--- src/rtl/Pipe_Buf_Reg_PKG.sv ---
// Shared pipeline-buffer types and constants used by the data-memory arbiter.
package Pipe_Buf_Reg_PKG;

  typedef enum logic {
    IDLE  = 1'b0,
    BURST = 1'b1
  } arb_state_t;

  localparam logic [2:0]  DBG_FUNC3_WORD = 3'b010;
  localparam int unsigned ARB_LEN_W      = 2;
  localparam int unsigned ARB_WAIT_W     = 4;

  // Beats-remaining counter holds beats minus one, so zero marks the final beat.
  function automatic logic is_last_beat(input logic [ARB_LEN_W-1:0] rem);
    return (rem == '0);
  endfunction

endpackage

--- src/rtl/arb_wait_counter.sv ---
// Saturating count of debug cycles denied a memory slot; o_hit flags MAX_WAIT.
module arb_wait_counter
  import Pipe_Buf_Reg_PKG::*;
#(
  parameter int unsigned MAX_WAIT = 4
) (
  input  logic clk,
  input  logic reset,
  input  logic i_clr,
  input  logic i_inc,
  output logic o_hit
);

  localparam logic [ARB_WAIT_W-1:0] LP_MAX = ARB_WAIT_W'(MAX_WAIT);

  logic [ARB_WAIT_W-1:0] r_cnt;

  always_ff @(posedge clk or negedge reset) begin
    if (!reset) begin
      r_cnt <= '0;
    end else if (i_clr) begin
      r_cnt <= '0;
    end else if (i_inc && (r_cnt != LP_MAX)) begin
      r_cnt <= r_cnt + ARB_WAIT_W'(1);
    end
  end

  assign o_hit = (r_cnt == LP_MAX);

endmodule

--- src/rtl/dmem_arbiter.sv ---
// Shares the single-port data memory between the MEM stage and a debug burst port.
// Define DMEM_ARB_STARVE_GUARD_EN to let a starved debug beat stall the pipeline.
module dmem_arbiter
  import Pipe_Buf_Reg_PKG::*;
#(
  parameter int unsigned DM_ADDRESS = 9,
  parameter int unsigned DATA_W     = 32,
  parameter int unsigned MAX_WAIT   = 4
) (
  input  logic                  clk,
  input  logic                  reset,
  input  logic                  core_rd,
  input  logic                  core_wr,
  input  logic [DM_ADDRESS-1:0] core_addr,
  input  logic [DATA_W-1:0]     core_wdata,
  input  logic [2:0]            core_func3,
  output logic                  core_stall,
  input  logic                  dbg_req,
  input  logic                  dbg_we,
  input  logic [DM_ADDRESS-1:0] dbg_addr,
  input  logic [1:0]            dbg_len,
  input  logic [DATA_W-1:0]     dbg_wdata,
  output logic                  dbg_ack,
  output logic                  dbg_last,
  output logic                  dbg_busy,
  output logic [DATA_W-1:0]     dbg_rdata,
  output logic                  dbg_rvalid,
  output logic                  mem_rd,
  output logic                  mem_wr,
  output logic [DM_ADDRESS-1:0] mem_addr,
  output logic [DATA_W-1:0]     mem_wdata,
  output logic [2:0]            mem_func3,
  input  logic [DATA_W-1:0]     mem_rdata
);

  if ((MAX_WAIT < 1) || (MAX_WAIT > 15)) begin : g_bad_max_wait
    $error("dmem_arbiter: MAX_WAIT must be in 1..15");
  end

  arb_state_t            r_state, w_state_nxt;
  logic [DM_ADDRESS-1:0] r_addr, w_addr_nxt;
  logic [ARB_LEN_W-1:0]  r_rem, w_rem_nxt;
  logic                  r_we, w_we_nxt;
  logic [DATA_W-1:0]     r_rdata;
  logic                  r_rvalid;
  logic                  w_core_req;
  logic                  w_grant;
  logic                  w_force;

  assign w_core_req = core_rd | core_wr;

`ifdef DMEM_ARB_STARVE_GUARD_EN
  logic w_hit;
  logic w_wait_clr;
  logic w_wait_inc;

  assign w_wait_clr = (r_state != BURST) || w_grant;
  assign w_wait_inc = (r_state == BURST) && !w_grant;

  arb_wait_counter #(
    .MAX_WAIT (MAX_WAIT)
  ) u_wait_counter (
    .clk   (clk),
    .reset (reset),
    .i_clr (w_wait_clr),
    .i_inc (w_wait_inc),
    .o_hit (w_hit)
  );

  assign w_force = w_hit;
`else
  assign w_force = 1'b0;
`endif

  // State and burst bookkeeping registers.
  always_ff @(posedge clk or negedge reset) begin
    if (!reset) begin
      r_state  <= IDLE;
      r_addr   <= '0;
      r_rem    <= '0;
      r_we     <= 1'b0;
      r_rdata  <= '0;
      r_rvalid <= 1'b0;
    end else begin
      r_state  <= w_state_nxt;
      r_addr   <= w_addr_nxt;
      r_rem    <= w_rem_nxt;
      r_we     <= w_we_nxt;
      r_rvalid <= w_grant && !r_we;
      if (w_grant && !r_we) begin
        r_rdata <= mem_rdata;
      end
    end
  end

  // Next state and memory-port steering; the core owns the port unless a beat is granted.
  always_comb begin
    w_state_nxt = r_state;
    w_addr_nxt  = r_addr;
    w_rem_nxt   = r_rem;
    w_we_nxt    = r_we;
    w_grant     = 1'b0;
    mem_rd      = core_rd;
    mem_wr      = core_wr;
    mem_addr    = core_addr;
    mem_wdata   = core_wdata;
    mem_func3   = core_func3;
    dbg_ack     = 1'b0;
    dbg_last    = 1'b0;
    core_stall  = 1'b0;

    case (r_state)
      IDLE: begin
        if (dbg_req) begin
          w_state_nxt = BURST;
          w_we_nxt    = dbg_we;
          w_addr_nxt  = dbg_addr;
          w_rem_nxt   = dbg_len;
        end
      end
      BURST: begin
        if (!w_core_req || w_force) begin
          w_grant    = 1'b1;
          mem_rd     = !r_we;
          mem_wr     = r_we;
          mem_addr   = r_addr;
          mem_wdata  = dbg_wdata;
          mem_func3  = DBG_FUNC3_WORD;
          dbg_ack    = 1'b1;
          dbg_last   = is_last_beat(r_rem);
          core_stall = w_core_req;
          w_addr_nxt = r_addr + DM_ADDRESS'(4);
          w_rem_nxt  = r_rem - ARB_LEN_W'(1);
          if (is_last_beat(r_rem)) begin
            w_state_nxt = IDLE;
          end
        end
      end
      default: begin
        w_state_nxt = IDLE;
      end
    endcase
  end

  assign dbg_busy   = (r_state == BURST);
  assign dbg_rdata  = r_rdata;
  assign dbg_rvalid = r_rvalid;

endmodule

--- config.mk ---
export PLATFORM = sky130hd
export DESIGN_NAME = dmem_arbiter
export DESIGN_NICKNAME = d
export VERILOG_FILES = /design/src/rtl/Pipe_Buf_Reg_PKG.sv /design/src/rtl/arb_wait_counter.sv /design/src/rtl/dmem_arbiter.sv
export SDC_FILE = /design/constraint.sdc
export NUM_CORES = 1
export LEC_CHECK = 0
export BUFFER_PORTS_ARGS = -buffer_cell sky130_fd_sc_hd__buf_2
export CELL_PAD_IN_SITES_DETAIL_PLACEMENT = 0
export CELL_PAD_IN_SITES_GLOBAL_PLACEMENT = 1
export CORE_MARGIN = 5
export CORE_UTILIZATION = 30
export CTS_BUF_LIST = sky130_fd_sc_hd__clkbuf_8
export DETAILED_ROUTE_END_ITERATION = 6
export GPL_TIMING_DRIVEN = 0
export PLACE_DENSITY_LB_ADDON = 0.15
export SETUP_SLACK_MARGIN = 0.3
export SYNTH_ARGS = -nofsm -noshare
export SYNTH_HDL_FRONTEND = slang
export SYNTH_SLANG_ARGS = --single-unit
--- constraint.sdc ---
create_clock -name clk -period 4.8 [get_ports clk]
set_input_delay 0.48 -clock clk [delete_from_list [all_inputs] [get_ports clk]]
set_output_delay 0.48 -clock clk [all_outputs]
set_load 0.005 [all_outputs]
==> results.md <==
- The count of H-tree levels built during CTS is 2.
- Entering global routing, the biggest net connects 47 pins.
- The worst relative slew slack is between 30 and 40%.
- After clock tree synthesis, the clock-pin slew on the worst setup and hold paths is approximately 0.09 ns.
- Of the cells placed in the final design, the portion with a size suffix greater than 1 is about two thirds.
- The endpoint required time on the critical path is around 4.3 ns.
- The via count of the first global-routing pass came to roughly 2.4k.
- The effective utilization at floorplan is a little under a third.
- The startpoint type of the worst setup path is a flop.
- In the routed design, unresolved DRC markers number 0.
- The detailed-placement wirelength estimate is between 6 and 7 mm.
- The proportion of synthesized chip area in sequential cells is 46.5%.
- The die is 101 um tall.
- The number of setup violations in the final report is 0.
- The area of all placed cells without fillers is 0.00374 mm2.
- Counting flops with an async set or reset pin after synthesis yields a share of 100%.
- The proportion of synthesized area in mux cells is between 30 and 40%.
- At the end of routability-driven placement, the weighted congestion stood at roughly 0.77.
- The run finished with clean final reports.
- The most common flop cell mapped by yosys is sky130_fd_sc_hd__dfrtp_1.
- The area growth from synthesis to final layout is 51.3%.
- In this run the power density over the cells is 428 mW/mm2.
- For the pin with the worst max-slew slack, the measured transition is between 1 and 1.5 ns.
- After synthesis the cells add up to 0.00247 mm2.
- The final-layout setup total negative slack is 0 ns.
- The met1 routed wirelength after detailed routing is about 2.8 mm.
- By area, the combinational part of the netlist is dominated by multiplexers.
- The worst path uses ~52% of the clock period.
- The compound-cell area share of the yosys netlist is between 5 and 6%.
- The iteration-0 DRC count of the detailed router is 54.
- The number of nets handed over by synthesis was approximately 330.
- The synthesized netlist contains 34 unique library cells.
- The overall die width is ~100 um.
- The remaining global-route overflow is 0.
- The arrival time of data at the critical path endpoint is just over 2 ns.
- The yosys synthesis warning count is 0.
- After Yosys synthesis, XOR and XNOR cells account for under 10% of the synthesized area.
- The worst reg2reg path startpoint is dbg_busy.
- The type of the tightest min-delay check is in2async.
- The CTS tree is yes.
- The core region is slightly above 0.008 mm2.
- After detailed routing, the met2 layer carries 3.88 mm of wire.
- The post-CTS resize count is 0.
- Setup repair after global routing left no endpoint under its margin.
- The number of max-slew violations in the final report was 0.
- For this run, the total global-route usage over all layers was measured as 14.5%.
- The largest driver fanout on the critical path is 10.
- The die outline area is slightly above 0.01 mm2.
- The first global-routing pass estimated around 12 mm of wire.
- The highest achievable clock rate is 400 MHz.
- The number of nets in the final layout is between 500 and 600.
- The total length of routed met3 wires is 896 um.
- The final count of hold timing violations is 0.
- The total leakage power is approximately 1.9 nW.
- Summed over all layers, the routed wires come to 7.64 mm.
- The total number of placement rows is 33.
- The internal reg-to-reg setup slack is ~3.1 ns.
- The worst-case IR drop observed on VDD is around 0.14 mV.
- The hold buffer count at cts is 0.
- The placed cell area is 0.00364 mm2.
- For the final database, setup skew stands at approximately 0.0054 ns.
- In this run, CTS created clock tree buffers numbering 5.
- The pre-CTS setup slack is about 2.4 ns.
- During placement, the flow inserted port buffers numbering a little over 200.
- 0 antenna diodes ended up in the layout.
- Dividing the detail-routed via count by the number of cells gives between 4 and 5.
- After Yosys synthesis, and, or, nand and nor cells account for roughly 7.5% of the synthesized area.
- The post-synthesis instance total is around 200.
- The worst path setup slack after routing is approximately 2.3 ns.
- The highest layer touched by signal routing is met4.
- The first-pass iteration count of the detailed router is 4.
- The endpoint kind of the worst setup timing path is an output pin.
- Clock tree synthesis found a total of 46 sinks.
- The buffers inserted during post-CTS setup optimization is 0.
- Dividing the detail-routed wire length by the instance count gives 14.7 um.
- For this block, the via count after detailed routing is ~2.3k.
- The shortest period the worst path allows is 2.50 ns.
- The cell at the root of the clock tree is sky130_fd_sc_hd__clkbuf_8.
- The clock latency on the worst-skew pair is ~0.29 ns.
- The initial antenna violation count is 0.
- Across the run, the number of max-cap violations was 0.
- The kind of critical path is reg2out.
- In this run the critical register-to-register path is captured at dbg_rdata[10].
- The I/O pin count is 208.
- The worst reg2reg path depth is 5.
- After synthesis the netlist holds a flip-flop and latch count of 46.
- The number of enable-type register cells in the synthesized netlist is 0.
- The final antenna-violating net count is 0.
- The adder and majority cell fraction of the synthesized area is just over 1%.
- The mean instance size in the synthesized netlist is about 12 um2.
- The clock passes through at most 2 buffers.
==> cell families (layout without fill, tap and decap cells) <==
kind of cell               count (synthesis)  after routing
AOI/OAI and AO/OA                         21             21
xor gates and xnor gates                   4              4
adders and majority gates                  2              2
buffers and inverters                     18            232
DFF                                       46             46
muxes                                     73             73
other                                      1              1
and+or+nand+nor                           36             36
==> state kept, by name, indices dropped and copies added (netlist names) <==
name	flops
dbg_busy	1
dbg_rdata	32
dbg_rvalid	1
r_addr	9
r_rem	2
r_we	1
==> power breakdown <==
| group | internal (mW) | switching (mW) | leakage (nW) |
|---|---|---|---|
| clock network | 0.152 | 0.126 | 0.0607 |
| logic | 0.372 | 0.271 | 1.32 |
| registers | 0.575 | 0.107 | 0.547 |
==> metal layers <==
layer	track usage, %	vias to the layer above
met1	16.8	1050
met5	0	-
met2	25.9	118
met3	4.43	4
li1	-	1134
met4	3.73	0
==> how the worst max path moves through the flow <==
stage / endpoint / slack [ns] / from
final: mem_wdata[28] / 2.30 / dbg_busy
after global routing: mem_addr[3] / 2.12 / dbg_busy
after CTS: mem_wdata[24] / 2.25 / dbg_busy
after detailed placement: mem_wdata[24] / 2.44 / core_rd
after global placement: mem_wdata[24] / 2.45 / core_rd
after floorplan: mem_addr[0] / 2.88 / core_wr
==> stage by stage <==
step / cells / util (%) / power (mW) / hold slack [ns]
5_1_grt: 520 / 46.0 / 1.74 / 0.391
6_report: 520 / 46.0 / 1.60 / 0.357
3_3_place_gp: 512 / 44.7 / 1.34 / 0.459
4_1_cts: 520 / 46.0 / 1.64 / 0.368
3_5_place_dp: 512 / 44.7 / 1.35 / 0.469
2_1_floorplan: 201 / - / 1.02 / 0.184
==> cell usage after synthesis (2+ instances only) <==
library cell	count	area share (%)
sky130_fd_sc_hd__nand2_1	15	2.3
sky130_fd_sc_hd__buf_6	3	1.4
sky130_fd_sc_hd__mux2_1	28	13
sky130_fd_sc_hd__a21oi_1	6	1.2
sky130_fd_sc_hd__dfrtp_1	46	47
sky130_fd_sc_hd__mux2_2	44	20
sky130_fd_sc_hd__buf_2	2	0.40
sky130_fd_sc_hd__nand4_1	2	0.51
sky130_fd_sc_hd__o21ai_0	3	0.61
sky130_fd_sc_hd__o22ai_1	4	1.0
sky130_fd_sc_hd__nor2_1	5	0.76
sky130_fd_sc_hd__clkbuf_1	3	0.45
sky130_fd_sc_hd__nor2b_1	5	1.3
sky130_fd_sc_hd__a221o_1	2	0.81
sky130_fd_sc_hd__or2_2	3	0.76
sky130_fd_sc_hd__buf_4	6	1.8
sky130_fd_sc_hd__ha_1	2	1.0
sky130_fd_sc_hd__xnor2_1	3	1.1
sky130_fd_sc_hd__inv_1	4	0.61
==> critical path: stages, from the launching register on <==
cell,delay (ns)
sky130_fd_sc_hd__dfrtp_1,0.44
sky130_fd_sc_hd__nor3b_2,0.30
sky130_fd_sc_hd__buf_2,0.28
sky130_fd_sc_hd__buf_4,0.22
sky130_fd_sc_hd__mux2_2,0.36
sky130_fd_sc_hd__buf_2,0.13
==> cells in the final DEF, fill, tap and decap left out, types with 3 or more instances in the layout <==
| master | instances |
|---|---|
| sky130_fd_sc_hd__buf_4 | 6 |
| sky130_fd_sc_hd__nand2_1 | 15 |
| sky130_fd_sc_hd__mux2_2 | 44 |
| sky130_fd_sc_hd__nor2_1 | 5 |
| sky130_fd_sc_hd__buf_2 | 208 |
| sky130_fd_sc_hd__clkbuf_8 | 5 |
| sky130_fd_sc_hd__o21ai_0 | 3 |
| sky130_fd_sc_hd__a21oi_1 | 6 |
| sky130_fd_sc_hd__or2_2 | 3 |
| sky130_fd_sc_hd__mux2_1 | 28 |
| sky130_fd_sc_hd__dfrtp_1 | 46 |
| sky130_fd_sc_hd__nor2b_1 | 5 |
| sky130_fd_sc_hd__inv_1 | 6 |
| sky130_fd_sc_hd__buf_6 | 3 |
| sky130_fd_sc_hd__o22ai_1 | 4 |
| sky130_fd_sc_hd__xnor2_1 | 3 |
| sky130_fd_sc_hd__clkbuf_1 | 3 |
==> cell type report <==
type | instances | area, um2
fillers | 805 | 4390
multi-input cells | 137 | 1210
flip-flops and latches | 46 | 1150
repair buffers | 206 | 1030
well taps | 105 | 131
plain buffers | 14 | 100
clock buffers | 5 | 68.8
clock inverters | 3 | 37.5
inverters | 4 | 15.0
(Power assumes the default switching activity.)
